`config.mk`:
```
export PLATFORM = sky130hd
export DESIGN_NAME = id_ex_reg
export DESIGN_NICKNAME = d
export VERILOG_FILES = /design/src/rtl/id_ex_reg.sv
export SDC_FILE = /design/constraint.sdc
export NUM_CORES = 1
export LEC_CHECK = 0
export CAP_MARGIN = 20
export CORE_AREA = 4 4 146 148
export CTS_BUF_LIST = sky130_fd_sc_hd__clkbuf_8
export DETAILED_ROUTE_END_ITERATION = 8
export DIE_AREA = 0 0 150 152
export HOLD_SLACK_MARGIN = 0.06
export PLACE_DENSITY = 0.75
export SLEW_MARGIN = 15
export SYNTH_ARGS = -nofsm -noshare
export SYNTH_HDL_FRONTEND = slang
export SYNTH_SLANG_ARGS = --single-unit
```
`constraint.sdc`:
```
create_clock -name clk -period 2.6 [get_ports clk]
set_input_delay 0.26 -clock clk [delete_from_list [all_inputs] [get_ports clk]]
set_output_delay 0.26 -clock clk [all_outputs]
set_load 0.005 [all_outputs]
```
`src/rtl/id_ex_reg.sv`:
```
// rtl/id_ex_reg.sv - ID/EX pipeline register with stall, flush, write-back bypass and bubble counter
module id_ex_reg #(
  parameter int CTRL_W = 16,
  parameter int CNT_W  = 16
) (
  input  logic              clk,
  input  logic              reset,
  input  logic              stall,
  input  logic              flush,
  input  logic              id_valid,
  input  logic [31:0]       id_pc,
  input  logic [4:0]        id_rs,
  input  logic [4:0]        id_rt,
  input  logic [4:0]        id_rd,
  input  logic [31:0]       id_data1,
  input  logic [31:0]       id_data2,
  input  logic [31:0]       id_imm,
  input  logic [CTRL_W-1:0] id_ctrl,
  input  logic              wb_wr,
  input  logic [4:0]        wb_addr,
  input  logic [31:0]       wb_data,
  output logic              ex_valid,
  output logic [31:0]       ex_pc,
  output logic [31:0]       ex_imm,
  output logic [4:0]        ex_rs,
  output logic [4:0]        ex_rt,
  output logic [4:0]        ex_rd,
  output logic [31:0]       ex_data1,
  output logic [31:0]       ex_data2,
  output logic [CTRL_W-1:0] ex_ctrl,
  output logic [CNT_W-1:0]  bubble_count
);

  logic              valid_q, valid_d;
  logic [31:0]       pc_q, pc_d;
  logic [31:0]       imm_q, imm_d;
  logic [4:0]        rs_q, rs_d;
  logic [4:0]        rt_q, rt_d;
  logic [4:0]        rd_q, rd_d;
  logic [31:0]       data1_q, data1_d;
  logic [31:0]       data2_q, data2_d;
  logic [CTRL_W-1:0] ctrl_q, ctrl_d;
  logic [CNT_W-1:0]  cnt_q, cnt_d;

  // A write-back hit on a register number; r0 is hard-wired and never forwarded.
  function automatic logic wb_hit(input logic [4:0] reg_num);
    return wb_wr && (wb_addr != 5'd0) && (wb_addr == reg_num);
  endfunction

  // Next-state selection: flush beats stall beats load; reset is applied in the register process.
  always_comb begin
    valid_d = valid_q;
    pc_d    = pc_q;
    imm_d   = imm_q;
    rs_d    = rs_q;
    rt_d    = rt_q;
    rd_d    = rd_q;
    data1_d = data1_q;
    data2_d = data2_q;
    ctrl_d  = ctrl_q;
    if (flush) begin
      valid_d = 1'b0;
      pc_d    = '0;
      imm_d   = '0;
      rs_d    = '0;
      rt_d    = '0;
      rd_d    = '0;
      data1_d = '0;
      data2_d = '0;
      ctrl_d  = '0;
    end else if (stall) begin
      // Held operands still track write-back so execute never sees stale data after the stall.
      if (wb_hit(rs_q)) data1_d = wb_data;
      if (wb_hit(rt_q)) data2_d = wb_data;
    end else begin
      valid_d = id_valid;
      pc_d    = id_pc;
      imm_d   = id_imm;
      rs_d    = id_rs;
      rt_d    = id_rt;
      rd_d    = id_rd;
      ctrl_d  = id_ctrl;
      data1_d = wb_hit(id_rs) ? wb_data : id_data1;
      data2_d = wb_hit(id_rt) ? wb_data : id_data2;
    end
  end

  // Bubble counter advances whenever the slot about to be presented is empty, saturating at all-ones.
  always_comb begin
    cnt_d = cnt_q;
    if (!valid_d && (cnt_q != {CNT_W{1'b1}})) cnt_d = cnt_q + 1'b1;
  end

  // Pipeline state register with synchronous active-high reset.
  always_ff @(posedge clk) begin
    if (reset) begin
      valid_q <= 1'b0;
      pc_q    <= '0;
      imm_q   <= '0;
      rs_q    <= '0;
      rt_q    <= '0;
      rd_q    <= '0;
      data1_q <= '0;
      data2_q <= '0;
      ctrl_q  <= '0;
      cnt_q   <= '0;
    end else begin
      valid_q <= valid_d;
      pc_q    <= pc_d;
      imm_q   <= imm_d;
      rs_q    <= rs_d;
      rt_q    <= rt_d;
      rd_q    <= rd_d;
      data1_q <= data1_d;
      data2_q <= data2_d;
      ctrl_q  <= ctrl_d;
      cnt_q   <= cnt_d;
    end
  end

  assign ex_valid     = valid_q;
  assign ex_pc        = pc_q;
  assign ex_imm       = imm_q;
  assign ex_rs        = rs_q;
  assign ex_rt        = rt_q;
  assign ex_rd        = rd_q;
  assign ex_data1     = data1_q;
  assign ex_data2     = data2_q;
  assign ex_ctrl      = ctrl_q;
  assign bubble_count = cnt_q;

endmodule
```
Word level (Yosys, flattened, before mapping)
Index checks and enable logic that the tools add are counted.

word-level totals
  register bits after elaboration = 176
  bits in latches = 0
  memory bits (writable) = 0
  ROM bits = 0
  input bits = 202
  output and inout port bits = 176
  logic and storage cells = 35
  memories = 0

cells by class
  add/sub/neg operators = 1
  multiply operators = 0
  divide/modulo/power cells = 0
  magnitude comparators = 0
  equality and inequality tests = 7
  shift-type cells = 0
  multiplexer cells = 8
  bitwise operators = 0
  reductions and logical operators = 9

operator list
  operator                                                         count
  32-bit 2-to-1 mux                                                6
  5-bit == test                                                    4
  16-bit by 1-bit adder with 16-bit output, second input constant  1
  16-bit != test, second input constant                            1
  1-bit logical AND                                                6
  5-bit nonzero test                                               1
  2-bit by 1-bit != test with 1-bit output, second input constant  2
  1-bit 2-to-1 mux                                                 2
  2-bit OR reduction                                               1
  1-bit logical NOT                                                1

Longest topological paths before layout
  word-level depth = 5
  gate-level depth with buffers = 8
  mapped depth without buffers = 6

Least setup slack after synthesis
Ideal clock, no wire load.

  kind = input to register
  start = input port wb_addr[2]
  end = register data1_q[13] (netlist: ex_data1[13])
  setup time = 0.122 ns
  arrival = 1.815 ns
  required time = 2.478 ns
  setup slack = 0.663 ns
  stages on the path = 7
  buffers on the path = 3
  cell sequence = buf_2 or4_4 o21a_4 buf_6 o211a_2 buf_6 a221o_1

on the way
  longest elaborated chain between the ends = 5
  elaborated cells between the ends (all ways) = 9
  those cells by class = eq/ne (3); mux (2); reduce/logical (4)

ends and longest elaborated chain
  what                             line  text
  start: declaration               20    input logic [4:0] wb_addr,
  5-bit nonzero test               47    return wb_wr && (wb_addr != 5'd0) && (wb_addr == reg_num);
  1-bit logical AND (2 in series)  47
  32-bit 2-to-1 mux                83    data1_d = wb_hit(id_rs) ? wb_data : id_data1;
  32-bit 2-to-1 mux                71    end else if (stall) begin
  end signal: assignment           114   data1_q <= data1_d;
  end: declaration                 40    logic [31:0] data1_q, data1_d;

Several ways; a longest one is shown, not always the timed one.
A chain may end at the register's enable or synchronous reset.

Worst setup path after layout
  start = input port wb_addr[4]
  end = register data2_q[13] (netlist: ex_data2[13])

on the way
  longest elaborated chain between the ends = 5
  elaborated cells between the ends (all ways) = 9
  those cells by class = eq/ne (3); mux (2); reduce/logical (4)

ends and longest elaborated chain
  what                             line  text
  5-bit nonzero test               47
  1-bit logical AND (2 in series)  47
  32-bit 2-to-1 mux                84    data2_d = wb_hit(id_rt) ? wb_data : id_data2;
  32-bit 2-to-1 mux                71
  end signal: assignment           115   data2_q <= data2_d;
  end: declaration                 41    logic [31:0] data2_q, data2_d;

Several ways; a longest one is shown, not always the timed one.

==> impl_metrics.tcl <==
set metrics [dict create \
    rsz0062_at_grt "false" \
    peakVddDrop_uv 366 \
    cts_tree "yes" \
    drv_cap 0 \
    cts_sinks 176 \
    post_drt_wl_per_cell_um 18.4 \
    antenna_found_initial 2 \
    final_antenna_net_count 0 \
    die_w_um 150 \
    fin_ws_ps 618 \
    final_area_um2 11700 \
    slew_headroom_pct 53.7 \
    boundaryPins 378 \
    use_met3_pct 9.80 \
    remaining_drc_errors 0 \
    ys.flop_type "dfxtp_1" \
    clockRootBuffer "clkbuf_8" \
    numPortBuffers 377 \
    nets 1280 \
    numCtsBuffers 17 \
    first_pass_iters 4 \
    drtIter0Drc 265 \
    end_kind "register" \
    finalSetupViolations 0 \
    use_met2_pct 36.0 \
    start_util_pct 35.9 \
    grt_usage_pct 21.2 \
    gp_congestion 0.806 \
    async_reset_ff_share_pct 0 \
    rows 52 \
    post-route-period-util_pct 76.2 \
    finalMaxSlewViolations 0 \
    worstSkewPairLatency_ps 450 \
    yosysSeqAreaShare_pct 49.0 \
    cp_max_fo 20 \
    outcome "finished clean" \
    syn_area_um2 7180 \
    synth_edf_count 0 \
    critPathKind "primary input to register" \
    dieArea_um2 22800 \
    power_leakage_nw 4.55 \
    required_ps 2940 \
    vias 6770 \
    placed_area_um2 11300 \
    fp.dieH_um 152 \
    synthesis.nets 920 \
    holdBufCountCts 0 \
    power.density_nw_per_um2 496 \
    hold_class "primary input to register" \
    worst_slew_pin_slew_ps 694 \
    htreeDepth 4 \
    crit_arrival_ps 2320 \
    post-place-ws_ps 157 \
    ys_warn_count 0 \
    core_area_um2 20000 \
    tns_ps 0 \
    synth-seq-cells 176 \
    syn_to_final_growth_pct 62.4 \
    wl_um 25100 \
    drive_gt1_share_pct 6.51 \
    synth_cells 717 \
    hpwl_um 19000 \
    clkTransAtPathRegs_ps 100 \
    grt_max_degree 92 \
    fin_crit_ps 1980 \
    syn_area_per_cell_um2 10.0 \
    fin_skew_ps 10.9 \
    cts-resized-gates 0 \
    vias_per_cell 4.97 \
    gr-usage-met1_pct 22.9 \
    cts_buffer_depth 2 \
    grt-busiest-layer "met2" \
    worstSetupStartpointType "primary input" \
    synthDistinctLibCells 44 \
    grt_pass1_wl_um 38100 \
    grt_overflow 0 \
    hold_viol 0 \
    fmax_mhz 505 \
    grt_pass1_vias 6828 \
    holdWs_ps 201 \
    post_cts_buffers 0 \
]
[worst paths after layout]
| kind | startpoint | to | slack (ps) | depth (start not counted) |
|---|---|---|---|---|
| hold reg to reg | ex_data1[29]$_SDFFE_PP0P_ | ex_data1[29]$_SDFFE_PP0P_ | 480 | 2 |
| setup reg to reg | ex_rt[4]$_SDFFE_PP0N_ | ex_data2[21]$_SDFFE_PP0P_ | 790 | 6 |
| setup / recovery | wb_addr[4] | ex_data2[13]$_SDFFE_PP0P_ | 620 | 6 |
| hold / removal | stall | ex_rt[3]$_SDFFE_PP0N_ | 200 | 3 |
[logic make-up after synthesis]
group	share of synthesized area (%)
fa+ha+maj	0.174
compound gates	13.7
mux	16.6
flops	49.0
buf+inv	4.37
simple gates	12.1
xor+xnor	4.02
[sequential cells by signal, summed over array words and instances, names as in the netlist]
register	count
ex_data2	32
ex_pc	32
ex_rt	5
ex_rs	5
ex_imm	32
ex_ctrl	16
ex_rd	5
ex_data1	32
bubble_count	16
ex_valid	1
[cell usage after synthesis, types with 3 or more instances]
library cell / n / area, um^2
a21oi_1: 43 / 215
a221o_1: 22 / 220
a22oi_1: 17 / 128
and3_1: 25 / 156
buf_2: 14 / 70.1
buf_6: 7 / 78.8
clkbuf_1: 33 / 124
dfxtp_1: 176 / 3520
mux2i_1: 119 / 1190
nand2_1: 10 / 37.5
nand3_1: 7 / 35.0
nand4_1: 5 / 31.3
nor2_1: 115 / 432
nor3_1: 10 / 50.1
nor4_1: 3 / 18.8
o211ai_1: 18 / 135
o21ai_0: 18 / 90.1
o21ai_1: 8 / 40.0
or3_1: 3 / 18.8
xnor2_1: 24 / 210
xor2_1: 9 / 78.8
[cells in the final DEF, fill, tap and decap left out, types with 2 or more instances in the layout]
cell type | Yosys | routed
xor2_1 | 9 | 9
dfxtp_1 | 176 | 176
xnor2_1 | 24 | 24
nand3_1 | 7 | 7
nor3_1 | 10 | 9
or3_1 | 3 | 3
a221o_1 | 22 | 22
nor2_1 | 115 | 114
inv_8 | 0 | 4
nor3b_1 | 2 | 2
clkbuf_8 | 0 | 17
buf_12 | 0 | 6
o211ai_1 | 18 | 18
inv_6 | 0 | 6
clkdlybuf4s50_1 | 0 | 376
a31oi_4 | 2 | 2
diode_2 | 0 | 2
nand4_1 | 5 | 5
clkinv_2 | 0 | 2
nor4_2 | 2 | 2
a21oi_1 | 43 | 43
and3_1 | 25 | 25
o21ai_1 | 8 | 8
nor4_1 | 3 | 3
a22oi_1 | 17 | 17
nand2_1 | 10 | 10
buf_4 | 2 | 16
o2111ai_1 | 2 | 2
o21ai_0 | 18 | 18
inv_1 | 2 | 2
nor3_2 | 1 | 2
mux2i_1 | 119 | 119
[layer usage]
metal	vias to the layer above	wire, um
met5	-	0
met4	0	667
met3	38	3040
met2	294	12300
met1	3151	9080
li1	3287	-
[area by class of cell]
type	count	area [um^2]
diodes	2	5.00
multi-input cells	481	3380
repair buffers	399	4020
fillers	1843	8370
well taps	270	338
flip-flops and latches	176	3520
clock inverters	15	163
inverters	2	7.51
clock buffers	17	234
[power by group]
part	internal [W]	switching, W
combinational	0.000604	0.000373
clock	0.000810	0.00115
sequential	0.00279	0.0000567
[stage by stage]
step | util (%) | instances | total power, W
3_5_place_dp | 56.2 | 1328 | 0.00389
2_1_floorplan | - | 717 | 0.00327
4_1_cts | 58.2 | 1360 | 0.00586
3_3_place_gp | 56.2 | 1328 | 0.00388
6_report | 58.2 | 1362 | 0.00578
5_1_grt | 58.2 | 1362 | 0.00604
[critical path: stages]
cell             delay [ps]
clkdlybuf4s50_1         520
or4_4                   480
o21a_4                  240
buf_4                   210
o211a_1                 260
a221o_1                 330
No activity file was read; power rests on OpenSTA's default activity.
